===== config.mk =====
export PLATFORM = sky130hd
export DESIGN_NAME = pc_seq
export DESIGN_NICKNAME = d
export VERILOG_FILES = /design/src/rtl/pc_seq.sv
export SDC_FILE = /design/constraint.sdc
export NUM_CORES = 1
export LEC_CHECK = 0
export CELL_PAD_IN_SITES_DETAIL_PLACEMENT = 1
export CELL_PAD_IN_SITES_GLOBAL_PLACEMENT = 1
export CORE_MARGIN = 3
export CORE_UTILIZATION = 22
export CTS_CLUSTER_DIAMETER = 60
export DETAILED_ROUTE_END_ITERATION = 7
export PLACE_DENSITY = 0.78
export SLEW_MARGIN = 15
export SYNTH_ARGS = -nofsm -noshare
export SYNTH_HDL_FRONTEND = slang
export SYNTH_SLANG_ARGS = --single-unit

===== constraint.sdc =====
create_clock -name clk -period 1.4 [get_ports clk]
set_input_delay 0.28 -clock clk [delete_from_list [all_inputs] [get_ports clk]]
set_output_delay 0.28 -clock clk [all_outputs]
set_load 0.005 [all_outputs]

===== src/rtl/pc_seq.sv =====
// Program-counter sequencer with branch, optional call/return stack and sticky overflow/underflow flags.
// The return-address stack is built only when PC_CALL_STACK_EN is defined; otherwise call acts as branch and ret is ignored.
module pc_seq #(
    parameter int unsigned ADDR_W     = 10,
    parameter int unsigned DEPTH      = 4,
    parameter int unsigned RESET_ADDR = 0,
    parameter int unsigned STEP       = 1
) (
    input  logic                    clk,
    input  logic                    reset,
    input  logic                    stall,
    input  logic                    branch,
    input  logic                    call,
    input  logic                    ret,
    input  logic [ADDR_W-1:0]       br_address,
    output logic [ADDR_W-1:0]       instr_address,
    output logic [ADDR_W-1:0]       next_seq,
    output logic [$clog2(DEPTH):0]  depth,
    output logic                    overflow,
    output logic                    underflow
);

    localparam int unsigned PTR_W   = $clog2(DEPTH);
    localparam int unsigned DEPTH_W = PTR_W + 1;

    logic [ADDR_W-1:0] pc_q;
    logic [ADDR_W-1:0] pc_d;

    assign next_seq      = pc_q + ADDR_W'(STEP);
    assign instr_address = pc_q;

`ifdef PC_CALL_STACK_EN
    logic [ADDR_W-1:0]  stack_q [DEPTH];
    logic [ADDR_W-1:0]  stack_d [DEPTH];
    logic [PTR_W-1:0]   tos_q;
    logic [PTR_W-1:0]   tos_d;
    logic [PTR_W-1:0]   top_idx;
    logic [DEPTH_W-1:0] depth_q;
    logic [DEPTH_W-1:0] depth_d;
    logic               overflow_q;
    logic               overflow_d;
    logic               underflow_q;
    logic               underflow_d;

    // tos_q is the next free slot; when full it also points at the oldest entry
    assign top_idx = tos_q - PTR_W'(1);

    always_comb begin
        pc_d        = pc_q;
        stack_d     = stack_q;
        tos_d       = tos_q;
        depth_d     = depth_q;
        overflow_d  = overflow_q;
        underflow_d = underflow_q;
        if (!stall) begin
            if (ret) begin
                if (depth_q != '0) begin
                    pc_d    = stack_q[top_idx];
                    tos_d   = top_idx;
                    depth_d = depth_q - DEPTH_W'(1);
                end else begin
                    pc_d        = next_seq;
                    underflow_d = 1'b1;
                end
            end else if (call) begin
                pc_d           = br_address;
                stack_d[tos_q] = next_seq;
                tos_d          = tos_q + PTR_W'(1);
                if (depth_q == DEPTH_W'(DEPTH)) begin
                    overflow_d = 1'b1;
                end else begin
                    depth_d = depth_q + DEPTH_W'(1);
                end
            end else if (branch) begin
                pc_d = br_address;
            end else begin
                pc_d = next_seq;
            end
        end
    end

    always_ff @(posedge clk) begin
        if (reset) begin
            pc_q        <= ADDR_W'(RESET_ADDR);
            tos_q       <= '0;
            depth_q     <= '0;
            overflow_q  <= 1'b0;
            underflow_q <= 1'b0;
        end else begin
            pc_q        <= pc_d;
            tos_q       <= tos_d;
            depth_q     <= depth_d;
            overflow_q  <= overflow_d;
            underflow_q <= underflow_d;
        end
    end

    // Stack storage carries no reset; its contents are don't-care after reset
    always_ff @(posedge clk) begin
        if (!reset) begin
            stack_q <= stack_d;
        end
    end

    assign depth     = depth_q;
    assign overflow  = overflow_q;
    assign underflow = underflow_q;
`else
    logic unused_ret;

    assign unused_ret = ret;

    always_comb begin
        pc_d = pc_q;
        if (!stall) begin
            if (call || branch) begin
                pc_d = br_address;
            end else begin
                pc_d = next_seq;
            end
        end
    end

    always_ff @(posedge clk) begin
        if (reset) begin
            pc_q <= ADDR_W'(RESET_ADDR);
        end else begin
            pc_q <= pc_d;
        end
    end

    assign depth     = '0;
    assign overflow  = 1'b0;
    assign underflow = 1'b0;
`endif

endmodule


; ---- Word-level counts from Yosys, hierarchy flattened
; Cells that the tools add are included.
[op_classes]
mux = 1
n_addsub = 1
reduce_logical = 1
[ops]
columns = operator, count
row1 = "adder 10 x 1 -> 10 bit, second input constant", 1
row2 = two-way mux 10 bit, 1
row3 = logical OR 1 bit, 1
[word_totals]
in_bits = 16
regBits = 10
output_inout_bits = 25
word_cells = 4

; ---- Depth between registers and ports, before layout
[depth]
word_depth = 2
depth_mapped = 5
ltp_nobuf = 5

; ---- Worst setup path after synthesis
; OpenSTA, ideal clock, no wires.
[synth_path]
path_kind = register -> output
from = register pc_q[3], in the netlist instr_address[3]
to = output next_seq[9]
path_slack_ps = -102
path_buffers = 1
arrival_time_ps = 1222
stages_incl_launch_ff = 5
cell_sequence = dfxtp_1 -> clkbuf_2 -> nand4_1 -> o31a_2 -> or2_2
[synth_between]
elab_chain_len = 1
[synth_lines]
columns = item, line_no
row1 = from (decl), 26  ; logic [ADDR_W-1:0] pc_q;
row2 = from (signal assigned), 126  ; pc_q <= ADDR_W'(RESET_ADDR);
row3 = from (signal assigned), 128  ; pc_q <= pc_d;
row4 = adder 10 x 1 -> 10 bit, 29  ; assign next_seq = pc_q + ADDR_W'(STEP);
row5 = to (decl), 17  ; output logic [ADDR_W-1:0] next_seq,
; Every way passes these cells.

; ---- Worst setup path in the final report
[layout_path]
from = register pc_q[5], in the netlist instr_address[5]
to = output next_seq[9]
; Same word-level chain as after synthesis.

==> summary.txt <==
CTS
  • Number of buffers on the longest clock path: 2
  • Total clock buffers created by CTS: 3
  • CTS tree: built
  • Clock Sinks: 10
  • H-tree levels: 1
  • Clock insertion delay at the later pin of the skew report: 290 ps
  • Clock transition at path regs: about 80 ps
  • Clock Root Buffer: sky130_fd_sc_hd__clkbuf_4

Run status
  • Violated checks: setup timing
  • Outcome: complete, but fails checks

Placed design
  • Final RePlAce weighted congestion: 0.806
  • Final HPWL from detailed placement: 2.24 mm
  • Area after detailed placement: between 0.001 and 0.0015 mm2
  • Count of input and output buffers: 34

Logic synthesis
  • Distinct cells, synth: 34
  • Post-synthesis share of cell area spent on xor and xnor gates: 0.0755
  • Proportion of synthesized chip area in sequential cells: 0.288
  • Instance count of the mapped netlist: 94
  • Post-Syn Area: around 700 um2
  • Simple-gate area share of the yosys netlist: 0.286
  • FF+latch count, synth: 10
  • Number of warnings reported in the yosys synthesis log: 0
  • Mean area per synthesized cell: 7.40 um2
  • Share of synthesized area spent on multiplexers: 0
  • Combinational family with the most area after synthesis: simple AND/OR/NAND/NOR gates
  • Arithmetic-cell share of the synthesized area counting full adders, half adders and majority gates: 0.0180
  • Compound-gate portion of the synthesized area: 0.219

Final layout
  • Final Instance Area: between 0.0015 and 0.002 mm2
  • Largest register FFs: 10
  • Syn-to-layout area delta: 126%
  • NumNets Final: 187
  • Share of cells above drive strength 1: 0.554
  • Antenna cell count: 0

Route
  • Total Wirelength: 4.35 mm
  • Number of design rule violations left after detail routing: 0
  • Vias per Instance: 5.04
  • Wire length per cell after detailed routing: 20.7 um
  • Antenna-violating nets left: 0
  • DR vias: 1058
  • Number of design-rule violations left by the first detailed-router iteration: 32
  • Initial DRT Pass Iterations: 4

Worst setup path
  • End of the worst register-to-register path: instr_address[5]
  • Critical path launch point: instr_address[5]
  • Depth of the worst register-to-register path: 5
  • Max FO, Critical Path: 3
  • Type of the worst setup path: flip-flop to primary output
  • Worst Setup End Kind: primary output
  • Register-to-register setup slack: -120 ps
  • Critical path data arrival time: roughly 1500 ps
  • Worst setup path endpoint: next_seq[9]
  • Reg-to-reg startpoint: instr_address[4]
  • Required time at the endpoint of the critical path: 1120 ps
  • Startpoint type of the worst setup path: flip-flop

Power
  • Pwr dens: 601 mW/mm2
  • Sw power: roughly 0.32 mW
  • Worst VDD drop: 0.318 mV
  • Combinational share of power: 0.413
  • Total internal power: 0.625 mW
  • Share of total power consumed by net switching: 0.338
  • Leakage Power: roughly 0.76 nW
  • Relative contribution of the clock network to total power: 0.237
  • Sequential share of power: 0.350

STA
  • Setup clock skew after layout: 9.07 ps
  • Total setup violations reported at the end of the flow: 15
  • Unrepaired setup endpoints after global routing: yes
  • Achievable Freq: 561 MHz
  • Min Hold Slack: between 600 and 700 ps
  • Shortest clock period the worst path allows after layout: 1780 ps
  • Ratio of final minimum period to clock period: 1.27
  • Slew Limit Fails: 0
  • Final-report hold violation count: 0
  • Final critical-path setup slack: -384 ps

Die
  • Placeable core region: 0.00288 mm2
  • Die Y: 62.2 um
  • Die area: 0.00387 mm2
  • FP Rows: 19
  • Number of I/O pins: 41
  • Initial core utilization: 0.242
  • Die outline width: 62.2 um

GRT
  • Vias in the first global route: 1181
  • First-pass GRT wire length: 6.00 mm
  • Combined global-route utilization of all metal layers: 0.198
  • Overflow left after global routing: 0
  • Initial antenna violation count: 0
  • Largest net degree at the start of global routing: 10

Flow run
  • Max-cap violations: 0

Min path
  • Worst min path class: input pin to flip-flop
  • WHS Path Cells: 3
[per-stage QoR]
step	instances	setup TNS, ps	total power [mW]	setup slack (ps)	util
after floorplan	98	0	0.449	31.0	-
after global placement	189	-4290	0.627	-375	0.432
after detailed placement	189	-5110	0.638	-447	0.432
after CTS	203	-1970	0.876	-328	0.499
after global routing	210	-3590	0.993	-451	0.545
final	210	-2480	0.944	-384	0.545
[area by class of cell]
cell class	instances	area, um2
timing repair buffer	78	671
tap	42	52.6
clock buffer	3	22.5
multi-input combinational	74	587
sequential	10	225
fill	345	1310
inverter	3	11.3
[cell usage after synthesis]
library cell	count	area share
sky130_fd_sc_hd__nand3b_1	1	0.011
sky130_fd_sc_hd__or2_2	2	0.018
sky130_fd_sc_hd__nor4_1	1	0.0090
sky130_fd_sc_hd__o31a_1	3	0.038
sky130_fd_sc_hd__clkbuf_2	2	0.014
sky130_fd_sc_hd__nor2_1	8	0.043
sky130_fd_sc_hd__ha_1	1	0.018
sky130_fd_sc_hd__conb_1	1	0.0054
sky130_fd_sc_hd__dfxtp_1	10	0.29
sky130_fd_sc_hd__clkbuf_1	3	0.016
sky130_fd_sc_hd__nand3_1	4	0.029
sky130_fd_sc_hd__inv_1	3	0.016
sky130_fd_sc_hd__nor3_1	6	0.043
sky130_fd_sc_hd__buf_2	1	0.0072
sky130_fd_sc_hd__o21ai_0	4	0.029
sky130_fd_sc_hd__nand2b_1	1	0.0090
sky130_fd_sc_hd__a21o_1	2	0.022
sky130_fd_sc_hd__nand4_1	3	0.027
sky130_fd_sc_hd__a31oi_1	1	0.0090
sky130_fd_sc_hd__a311oi_1	1	0.013
sky130_fd_sc_hd__nand2_2	1	0.0090
sky130_fd_sc_hd__and4_1	1	0.013
sky130_fd_sc_hd__nand2_1	9	0.049
sky130_fd_sc_hd__a311o_1	1	0.014
sky130_fd_sc_hd__xnor2_1	5	0.063
sky130_fd_sc_hd__or3_1	1	0.0090
sky130_fd_sc_hd__and2_0	1	0.0090
sky130_fd_sc_hd__a21oi_1	6	0.043
sky130_fd_sc_hd__o32ai_1	1	0.013
sky130_fd_sc_hd__xor2_1	1	0.013
sky130_fd_sc_hd__a221oi_1	2	0.025
sky130_fd_sc_hd__o31a_2	1	0.014
sky130_fd_sc_hd__and3_1	1	0.0090
sky130_fd_sc_hd__buf_4	5	0.054
[metal layers]
layer,wire (um),global-route usage,share of wire,vias up
met4,144,0.110,0.033,0
met1,1570,0.193,0.36,507
met3,310,0.0595,0.071,16
met2,2330,0.367,0.54,61
li1,-,-,-,474
met5,0,0,0,-
[timing repair]
item	CTS	global route
hold buffers	0	0
hold endpoints to repair	0	0
gates resized for setup	85	27
pin swaps	13	24
buffers inserted	11	12
setup endpoints to repair	24	22
[worst max-delay path, cell delays in order, from the launching register on]
cell                      delay [ps]
sky130_fd_sc_hd__dfxtp_2         380
sky130_fd_sc_hd__nand4_1         160
sky130_fd_sc_hd__o31a_2          340
sky130_fd_sc_hd__or2_4           230
sky130_fd_sc_hd__buf_6           110
[cell usage in the layout (no fill, tap or decap), types with 3 or more instances in the layout]
master | Yosys | routed
sky130_fd_sc_hd__nor2_1 | 8 | 8
sky130_fd_sc_hd__o21ai_0 | 4 | 3
sky130_fd_sc_hd__nor3_1 | 6 | 4
sky130_fd_sc_hd__dfxtp_2 | 0 | 5
sky130_fd_sc_hd__nand2_1 | 9 | 7
sky130_fd_sc_hd__o31a_1 | 3 | 3
sky130_fd_sc_hd__dfxtp_4 | 0 | 5
sky130_fd_sc_hd__inv_1 | 3 | 3
sky130_fd_sc_hd__xnor2_2 | 0 | 5
sky130_fd_sc_hd__clkbuf_4 | 0 | 3
sky130_fd_sc_hd__a21oi_1 | 6 | 4
sky130_fd_sc_hd__conb_1 | 1 | 5
sky130_fd_sc_hd__buf_4 | 5 | 30
sky130_fd_sc_hd__dlygate4sd2_1 | 0 | 6
sky130_fd_sc_hd__clkdlybuf4s50_1 | 0 | 14
sky130_fd_sc_hd__buf_6 | 0 | 16
sky130_fd_sc_hd__buf_2 | 1 | 8
sky130_fd_sc_hd__nand4_1 | 3 | 3
[worst min path at each step]
stage                startpoint          endpoint  slack [ps]
2_1_floorplan     br_address[1]  instr_address[1]         440
3_3_place_gp   instr_address[9]  instr_address[9]         590
3_5_place_dp   instr_address[9]  instr_address[9]         610
4_1_cts           br_address[1]  instr_address[1]         580
5_1_grt           br_address[9]  instr_address[9]         630
6_report          br_address[1]  instr_address[1]         640
[logic make-up (layout without fill, tap and decap cells)]
family | count (synthesis) | after routing
AO/OA/AOI/OAI | 22 | 22
buffers and inverters | 14 | 84
adder cells (fa/ha/maj) | 1 | 1
XOR/XNOR | 6 | 6
AND/OR/NAND/NOR | 40 | 40
other | 1 | 5
flip-flops | 10 | 10
[power groups by stage]
stage	clock, mW	combinational (mW)	sequential, mW
4_1_cts	0.218	0.336	0.322
5_1_grt	0.245	0.416	0.332
3_3_place_gp	0	0.298	0.329
6_report	0.224	0.390	0.330
3_5_place_dp	0	0.308	0.330
2_1_floorplan	0	0.113	0.336
Power figures use the tool's default switching activity.
